### src/rtl/lift_pkg.sv
// rtl/lift_pkg.sv - shared codes, state encoding and floor helpers for the lift call scheduler
package lift_pkg;

    localparam logic [1:0] MOTOR_STOP = 2'b00;
    localparam logic [1:0] MOTOR_UP   = 2'b01;
    localparam logic [1:0] MOTOR_DOWN = 2'b10;

    localparam logic [1:0] FLOOR_1 = 2'd1;
    localparam logic [1:0] FLOOR_2 = 2'd2;
    localparam logic [1:0] FLOOR_3 = 2'd3;

    typedef enum logic [2:0] {
        ST_IDLE      = 3'd0,
        ST_MOVE_UP   = 3'd1,
        ST_MOVE_DOWN = 3'd2,
        ST_DWELL     = 3'd3,
        ST_OVERLOAD  = 3'd4,
        ST_FAULT     = 3'd5
    } state_t;

    typedef enum logic {
        DIR_UP   = 1'b0,
        DIR_DOWN = 1'b1
    } dir_t;

    // One-hot request/switch bit for a floor number; out-of-range floors map to no bit.
    function automatic logic [2:0] floor_mask(input logic [1:0] floor);
        case (floor)
            FLOOR_1: floor_mask = 3'b001;
            FLOOR_2: floor_mask = 3'b010;
            FLOOR_3: floor_mask = 3'b100;
            default: floor_mask = 3'b000;
        endcase
    endfunction

    function automatic logic [1:0] nearest_above(input logic [2:0] pend, input logic [1:0] floor);
        nearest_above = 2'd0;
        if (floor == FLOOR_1) begin
            if (pend[1])      nearest_above = FLOOR_2;
            else if (pend[2]) nearest_above = FLOOR_3;
        end else if (floor == FLOOR_2 && pend[2]) begin
            nearest_above = FLOOR_3;
        end
    endfunction

    function automatic logic [1:0] nearest_below(input logic [2:0] pend, input logic [1:0] floor);
        nearest_below = 2'd0;
        if (floor == FLOOR_3) begin
            if (pend[1])      nearest_below = FLOOR_2;
            else if (pend[0]) nearest_below = FLOOR_1;
        end else if (floor == FLOOR_2 && pend[0]) begin
            nearest_below = FLOOR_1;
        end
    endfunction

endpackage

### src/rtl/lift_dwell_timer.sv
// rtl/lift_dwell_timer.sv - load/restart down-counter, done once CYCLES enabled cycles have elapsed since load
module lift_dwell_timer
#(
    parameter int CYCLES = 8000000
) (
    input  logic i_clk,
    input  logic i_reset,
    input  logic i_load,
    input  logic i_en,
    output logic o_done
);

    localparam int             W        = $clog2(CYCLES);
    localparam logic [W-1:0]   LOAD_VAL = W'(CYCLES - 1);

    logic [W-1:0] r_count;

    always_ff @(posedge i_clk) begin
        if (i_reset) begin
            r_count <= '0;
        end else if (i_load) begin
            r_count <= LOAD_VAL;
        end else if (i_en && r_count != '0) begin
            r_count <= r_count - W'(1);
        end
    end

    assign o_done = (r_count == '0);

endmodule

### src/rtl/lift_call_scheduler.sv
// rtl/lift_call_scheduler.sv - SCAN call scheduler and motor sequencer for a 3-floor freight lift
// Optional per-leg travel watchdog: define LIFT_TRAVEL_WATCHDOG_EN.
module lift_call_scheduler
    import lift_pkg::*;
#(
    parameter int DWELL_CYCLES   = 8000000,
    parameter int TIMEOUT_CYCLES = 40000000
) (
    input  logic       i_clk,
    input  logic       i_reset,
    input  logic [2:0] i_call,
    input  logic [2:0] i_fc,
    input  logic       i_sp,
    output logic [1:0] o_motor,
    output logic [2:0] o_pending,
    output logic [1:0] o_cur_floor,
    output logic [1:0] o_target_floor,
    output logic       o_door_open,
    output logic       o_overload_flag,
    output logic       o_fault
);

    state_t     r_state;
    dir_t       r_dir;
    logic [1:0] r_motor;
    logic [2:0] r_pending;
    logic [1:0] r_cur_floor;
    logic [1:0] r_target_floor;
    logic       r_door_open;
    logic       r_overload_flag;
    logic       r_fault;

    logic       w_fc_conflict;
    logic       w_moving;
    logic [2:0] w_cur_mask;
    logic       w_call_cur;
    logic [2:0] w_call_set;
    logic [2:0] w_pend_next;
    logic [1:0] w_up_target;
    logic [1:0] w_dn_target;
    logic       w_go_up;
    logic       w_go_dn;
    logic [1:0] w_floor_up;
    logic [1:0] w_floor_dn;
    logic       w_arrive_up;
    logic       w_arrive_dn;
    logic       w_stop_up;
    logic       w_stop_dn;
    logic       w_dwell_load;
    logic       w_dwell_done;
    logic       w_wd_done;
    logic       w_wd_trip;

    assign w_fc_conflict = (i_fc[0] & i_fc[1]) | (i_fc[0] & i_fc[2]) | (i_fc[1] & i_fc[2]);
    assign w_moving      = (r_state == ST_MOVE_UP) || (r_state == ST_MOVE_DOWN);
    assign w_cur_mask    = floor_mask(r_cur_floor);
    assign w_call_cur    = |(i_call & w_cur_mask);

    // A button at the floor being served extends the dwell instead of raising a request.
    assign w_call_set  = i_call & ~((r_state == ST_DWELL) ? w_cur_mask : 3'b000);
    assign w_pend_next = r_pending | w_call_set;

    assign w_up_target = nearest_above(r_pending, r_cur_floor);
    assign w_dn_target = nearest_below(r_pending, r_cur_floor);
    assign w_go_up     = (w_up_target != 2'd0) && ((r_dir == DIR_UP) || (w_dn_target == 2'd0));
    assign w_go_dn     = (w_dn_target != 2'd0) && !w_go_up;

    assign w_floor_up  = r_cur_floor + 2'd1;
    assign w_floor_dn  = r_cur_floor - 2'd1;
    assign w_arrive_up = |(i_fc & floor_mask(w_floor_up));
    assign w_arrive_dn = |(i_fc & floor_mask(w_floor_dn));
    assign w_stop_up   = (|(r_pending & floor_mask(w_floor_up))) || (w_floor_up == FLOOR_3);
    assign w_stop_dn   = (|(r_pending & floor_mask(w_floor_dn))) || (w_floor_dn == FLOOR_1);

    // Held loaded outside DWELL so every entry starts from a full count.
    assign w_dwell_load = (r_state != ST_DWELL) || w_call_cur;

    lift_dwell_timer #(.CYCLES(DWELL_CYCLES)) u_dwell_timer (
        .i_clk   (i_clk),
        .i_reset (i_reset),
        .i_load  (w_dwell_load),
        .i_en    (r_state == ST_DWELL),
        .o_done  (w_dwell_done)
    );

`ifdef LIFT_TRAVEL_WATCHDOG_EN
    lift_dwell_timer #(.CYCLES(TIMEOUT_CYCLES)) u_leg_watchdog (
        .i_clk   (i_clk),
        .i_reset (i_reset),
        .i_load  (!w_moving),
        .i_en    (w_moving),
        .o_done  (w_wd_done)
    );
`else
    assign w_wd_done = (TIMEOUT_CYCLES < 1);
`endif

    assign w_wd_trip = w_moving && w_wd_done;

    always_ff @(posedge i_clk) begin
        if (i_reset) begin
            r_state         <= ST_IDLE;
            r_dir           <= DIR_UP;
            r_motor         <= MOTOR_STOP;
            r_pending       <= 3'b000;
            r_cur_floor     <= FLOOR_1;
            r_target_floor  <= 2'd0;
            r_door_open     <= 1'b0;
            r_overload_flag <= 1'b0;
            r_fault         <= 1'b0;
        end else if (r_state != ST_FAULT && (w_fc_conflict || w_wd_trip)) begin
            r_state <= ST_FAULT;
            r_motor <= MOTOR_STOP;
            r_fault <= 1'b1;
        end else begin
            if (r_state != ST_FAULT) begin
                r_pending <= w_pend_next;
            end
            case (r_state)
                ST_IDLE: begin
                    if (i_sp) begin
                        r_state         <= ST_OVERLOAD;
                        r_door_open     <= 1'b1;
                        r_overload_flag <= 1'b1;
                    end else if (|(r_pending & w_cur_mask)) begin
                        r_state     <= ST_DWELL;
                        r_door_open <= 1'b1;
                        r_pending   <= w_pend_next & ~w_cur_mask;
                    end else if (w_go_up) begin
                        r_state        <= ST_MOVE_UP;
                        r_dir          <= DIR_UP;
                        r_motor        <= MOTOR_UP;
                        r_target_floor <= w_up_target;
                    end else if (w_go_dn) begin
                        r_state        <= ST_MOVE_DOWN;
                        r_dir          <= DIR_DOWN;
                        r_motor        <= MOTOR_DOWN;
                        r_target_floor <= w_dn_target;
                    end
                end
                ST_MOVE_UP: begin
                    if (w_arrive_up) begin
                        r_cur_floor <= w_floor_up;
                        if (w_stop_up) begin
                            r_state        <= ST_DWELL;
                            r_motor        <= MOTOR_STOP;
                            r_door_open    <= 1'b1;
                            r_target_floor <= 2'd0;
                            r_pending      <= w_pend_next & ~floor_mask(w_floor_up);
                        end else begin
                            r_target_floor <= nearest_above(r_pending, w_floor_up);
                        end
                    end
                end
                ST_MOVE_DOWN: begin
                    if (w_arrive_dn) begin
                        r_cur_floor <= w_floor_dn;
                        if (w_stop_dn) begin
                            r_state        <= ST_DWELL;
                            r_motor        <= MOTOR_STOP;
                            r_door_open    <= 1'b1;
                            r_target_floor <= 2'd0;
                            r_pending      <= w_pend_next & ~floor_mask(w_floor_dn);
                        end else begin
                            r_target_floor <= nearest_below(r_pending, w_floor_dn);
                        end
                    end
                end
                ST_DWELL: begin
                    if (i_sp) begin
                        r_state         <= ST_OVERLOAD;
                        r_overload_flag <= 1'b1;
                    end else if (!w_call_cur && w_dwell_done) begin
                        r_state     <= ST_IDLE;
                        r_door_open <= 1'b0;
                    end
                end
                ST_OVERLOAD: begin
                    if (!i_sp) begin
                        r_state         <= ST_DWELL;
                        r_overload_flag <= 1'b0;
                        r_pending       <= w_pend_next & ~w_cur_mask;
                    end
                end
                default: begin
                end
            endcase
        end
    end

    assign o_motor         = r_motor;
    assign o_pending       = r_pending;
    assign o_cur_floor     = r_cur_floor;
    assign o_target_floor  = r_target_floor;
    assign o_door_open     = r_door_open;
    assign o_overload_flag = r_overload_flag;
    assign o_fault         = r_fault;

endmodule

### config.mk
export PLATFORM = sky130hd
export DESIGN_NAME = lift_call_scheduler
export DESIGN_NICKNAME = d
export VERILOG_FILES = /design/src/rtl/lift_pkg.sv /design/src/rtl/lift_dwell_timer.sv /design/src/rtl/lift_call_scheduler.sv
export SDC_FILE = /design/constraint.sdc
export NUM_CORES = 1
export LEC_CHECK = 0
export ABC_AREA = 1
export CAP_MARGIN = 40
export CORE_AREA = 2 2 79 81
export DETAILED_ROUTE_END_ITERATION = 10
export DIE_AREA = 0 0 81 83
export PLACE_DENSITY = 0.68
export SYNTH_ARGS = -nofsm -noshare
export SYNTH_HDL_FRONTEND = slang
export SYNTH_SLANG_ARGS = --single-unit
### constraint.sdc
create_clock -name i_clk -period 3.2 [get_ports i_clk]
set_input_delay 0.48 -clock i_clk [delete_from_list [all_inputs] [get_ports i_clk]]
set_output_delay 0.48 -clock i_clk [all_outputs]
set_load 0.01 [all_outputs]
==> flow_summary.ini <==
[place]
finalWeightedCongestion = 1.01
dp_hpwl_mm = 5.71
portBuffers = 20
place_ws_ns = 0.888

[pwr]
ir_drop_v = 0.000415
power_density_nw_per_um2 = 806
power_leakage_uw = 0.00146

[timing]
worst_pin_slew_ns = 0.515
hold_viol = 0
fin_crit_sh_pct = 71.5
slew_headroom_pct = 65.6
max_freq_ghz = 0.437
finalClockSkew_ns = 0.00628
period_needed_ns = 2.29
setup_violations = 0
fin_setup_tns_ns = 0
rsz0062_at_grt = no
final.setup.worst_slack_ns = 0.911
drv_slew = 0

[yosys]
postSynthCellCount = 477
ys_seq_elements = 39
yosysUniqueCellTypes = 32
netlist_area_um2 = 2850
ys_seq_area_share_pct = 27.4
synthXorXnorAreaFrac_pct = 5.22
syn-num-nets = 494
synth.mux.area_fraction_pct = 0
yosys.area_share.simple_pct = 44.5
synth_top_family_by_area = simple AND/OR/NAND/NOR gates
synth_compound_area_share_pct = 10.1
yosys_warnings = 0
postSynthAreaPerCell_um2 = 5.98
synth_fa_ha_area_share_pct = 3.51

[clock_network]
htree_levels = 2
cts.repair.resized = 0
clk_latency_ns = 0.31
clock_path_buffers = 2
path_clk_slew_ns = 0.09
tritoncts = yes
hold_buffers = 0
root_buffer = clkbuf_8
cts.sinks = 39
post_cts_buffers = 0
cts_buffers = 5

[floorplan]
dieArea_um2 = 6720
placementRows = 28
die_width_um = 81
initial_core_util_pct = 49.0
core_area_um2 = 5820
fp.dieH_um = 83
io_pins = 21

[global_route]
grt.overflow.total = 0
antenna_found_initial = 0
grt_start_max_net_pins = 20
gr-usage-all-layers_pct = 23.5
grt_pass1_vias = 2787
grt_pass1_wl_mm = 12.5

[route]
drtIter0Drc = 150
wl_per_cell_um = 13.3
vias = 2977
ant_nets = 0
drt-pass1-iter-count = 5
drc = 0
postRouteWirelength_mm = 7.55
viasPerCell = 5.23

[finish]
final_nets = 510
area_delta_synth_final_pct = 11.9
drive_gt1_share_pct = 6.28
n_antenna_cell = 0

[setup_path]
cp.buffers_inverters = 4
critPathRequiredTime_ns = 3.45
max_stage_delay_ns = 0.42
reg2reg_from = o_cur_floor[1]$_SDFFE_PP0P_
critPathSlowestCell = dfxtp_1
cp_top_family = simple AND/OR/NAND/NOR gates
arrival_ns = 2.54
critical_path_class = reg -> reg
path_common_cell = inv_1
critPathCaptureType = flip-flop
startpoint = o_cur_floor[1]$_SDFFE_PP0P_
path_cells = inv_1 > ha_1 > nand2_1 > nand2_1 > nor2_1 > inv_1 > nor2_2 > inv_1 > nor3_1 > o21ai_0 > inv_1
worst_setup_path_start_kind = flip-flop
crit_fanout = 12

[status]
status = complete, no violations

[flow_run]
drv_cap = 0

[hold_path]
hp-start = o_door_open$_SDFFE_PP0P_
min_path_type = reg -> reg
==> layout by cell type, fill, tap and decap left out, types with 5 or more instances in the layout <==
cell	n
nand2_1	129
nor2_1	108
inv_1	45
dfxtp_1	39
nand3_1	30
a21oi_1	27
clkdlybuf4s50_1	20
o21ai_0	17
nand4_1	9
xnor2_1	9
xor2_1	8
ha_1	8
nand2_2	6
clkbuf_8	5
==> stage by stage <==
step / util, % / power, uW / hold WS [ns] / std cells / area, um^2
after global placement: 52.9 / 2120 / 0.455 / 561 / 3080
after CTS: 54.8 / 2560 / 0.472 / 569 / 3190
after floorplan: - / 1760 / 0.481 / 477 / 2850
after global routing: 54.8 / 2800 / 0.488 / 569 / 3190
after detailed placement: 52.9 / 2120 / 0.459 / 561 / 3080
final: 54.8 / 2570 / 0.471 / 569 / 3190
==> registers in the layout (all words and copies together) (netlist names) <==
name,cells
o_cur_floor,2
o_door_open,1
o_fault,1
o_motor,2
o_overload_flag,1
o_pending,3
o_target_floor,2
r_dir,1
r_state,3
u_dwell_timer.r_count,23
==> worst paths after layout <==
path	end	slack (ns)	cells after the start
worst min-delay path	o_door_open$_SDFFE_PP0P_	0.47	2
worst max-delay path	u_dwell_timer.r_count[1]$_SDFFE_PP0P_	0.91	11
worst max register to register	u_dwell_timer.r_count[1]$_SDFFE_PP0P_	0.91	11
worst min register to register	o_door_open$_SDFFE_PP0P_	0.47	2
==> cells in the mapped netlist <==
master	count	share of area [%]
o22ai_1	4	0.88
nor2_2	2	0.44
a31o_2	1	0.31
nor2_1	108	14
xnor2_1	9	2.8
nor3_1	2	0.35
clkbuf_1	3	0.40
xor2_1	8	2.5
o21a_1	2	0.53
inv_2	4	0.53
buf_2	2	0.35
buf_6	2	0.79
o21ai_0	17	3.0
o211ai_2	1	0.44
nand2_2	6	1.3
clkinv_1	1	0.13
nor2_8	1	0.70
dfxtp_1	39	27
ha_1	8	3.5
nand3b_1	2	0.53
clkbuf_2	2	0.35
or2_2	3	0.66
nand3_2	3	1.1
a31oi_1	1	0.22
nor3_4	1	0.57
nand3_1	30	5.3
buf_4	3	0.79
nand4_1	9	2.0
a21oi_1	27	4.7
nand2_1	129	17
nor4_1	2	0.44
inv_1	45	5.9
==> kinds of logic after synthesis <==
family                     after synthesis
and+or+nand+nor                        298
buffers and inverters                   62
AOI/OAI and AO/OA                       53
DFF                                     39
xor gates and xnor gates                17
adders and majority gates                8
==> per-layer routing <==
layer  vias to the layer above  track usage, %  wire, um
li1                       1538               -         -
met4                         0            9.09       178
met2                       100            41.1      3820
met5                         -               0         0
met3                        18            4.13       420
met1                      1321            27.9      3130
==> worst register-to-register path, stage by stage (launching register included) <==
cell and delay (ns):
dfxtp_1 0.42, inv_1 0.11, ha_1 0.32, nand2_1 0.10, nand2_1 0.05, nor2_1 0.14, inv_1 0.07, nor2_2 0.40
inv_1 0.25, nor3_1 0.22, o21ai_0 0.09, inv_1 0.07
==> where the power goes <==
part           switching [uW]  leakage (uW)  internal, uW
registers                 145      0.000323           587
logic                     897       0.00108           508
clock network             201     0.0000581           232
total                    1240       0.00146          1330
==> cell type report <==
type	count	area, um^2
fillers	628	2630
multi-input cells	376	1810
flip-flops and latches	39	781
repair buffers	21	208
inverters	50	188
well taps	75	93.8
clock buffers	5	68.8
clock inverters	3	43.8
Power figures use the tool's default switching activity.
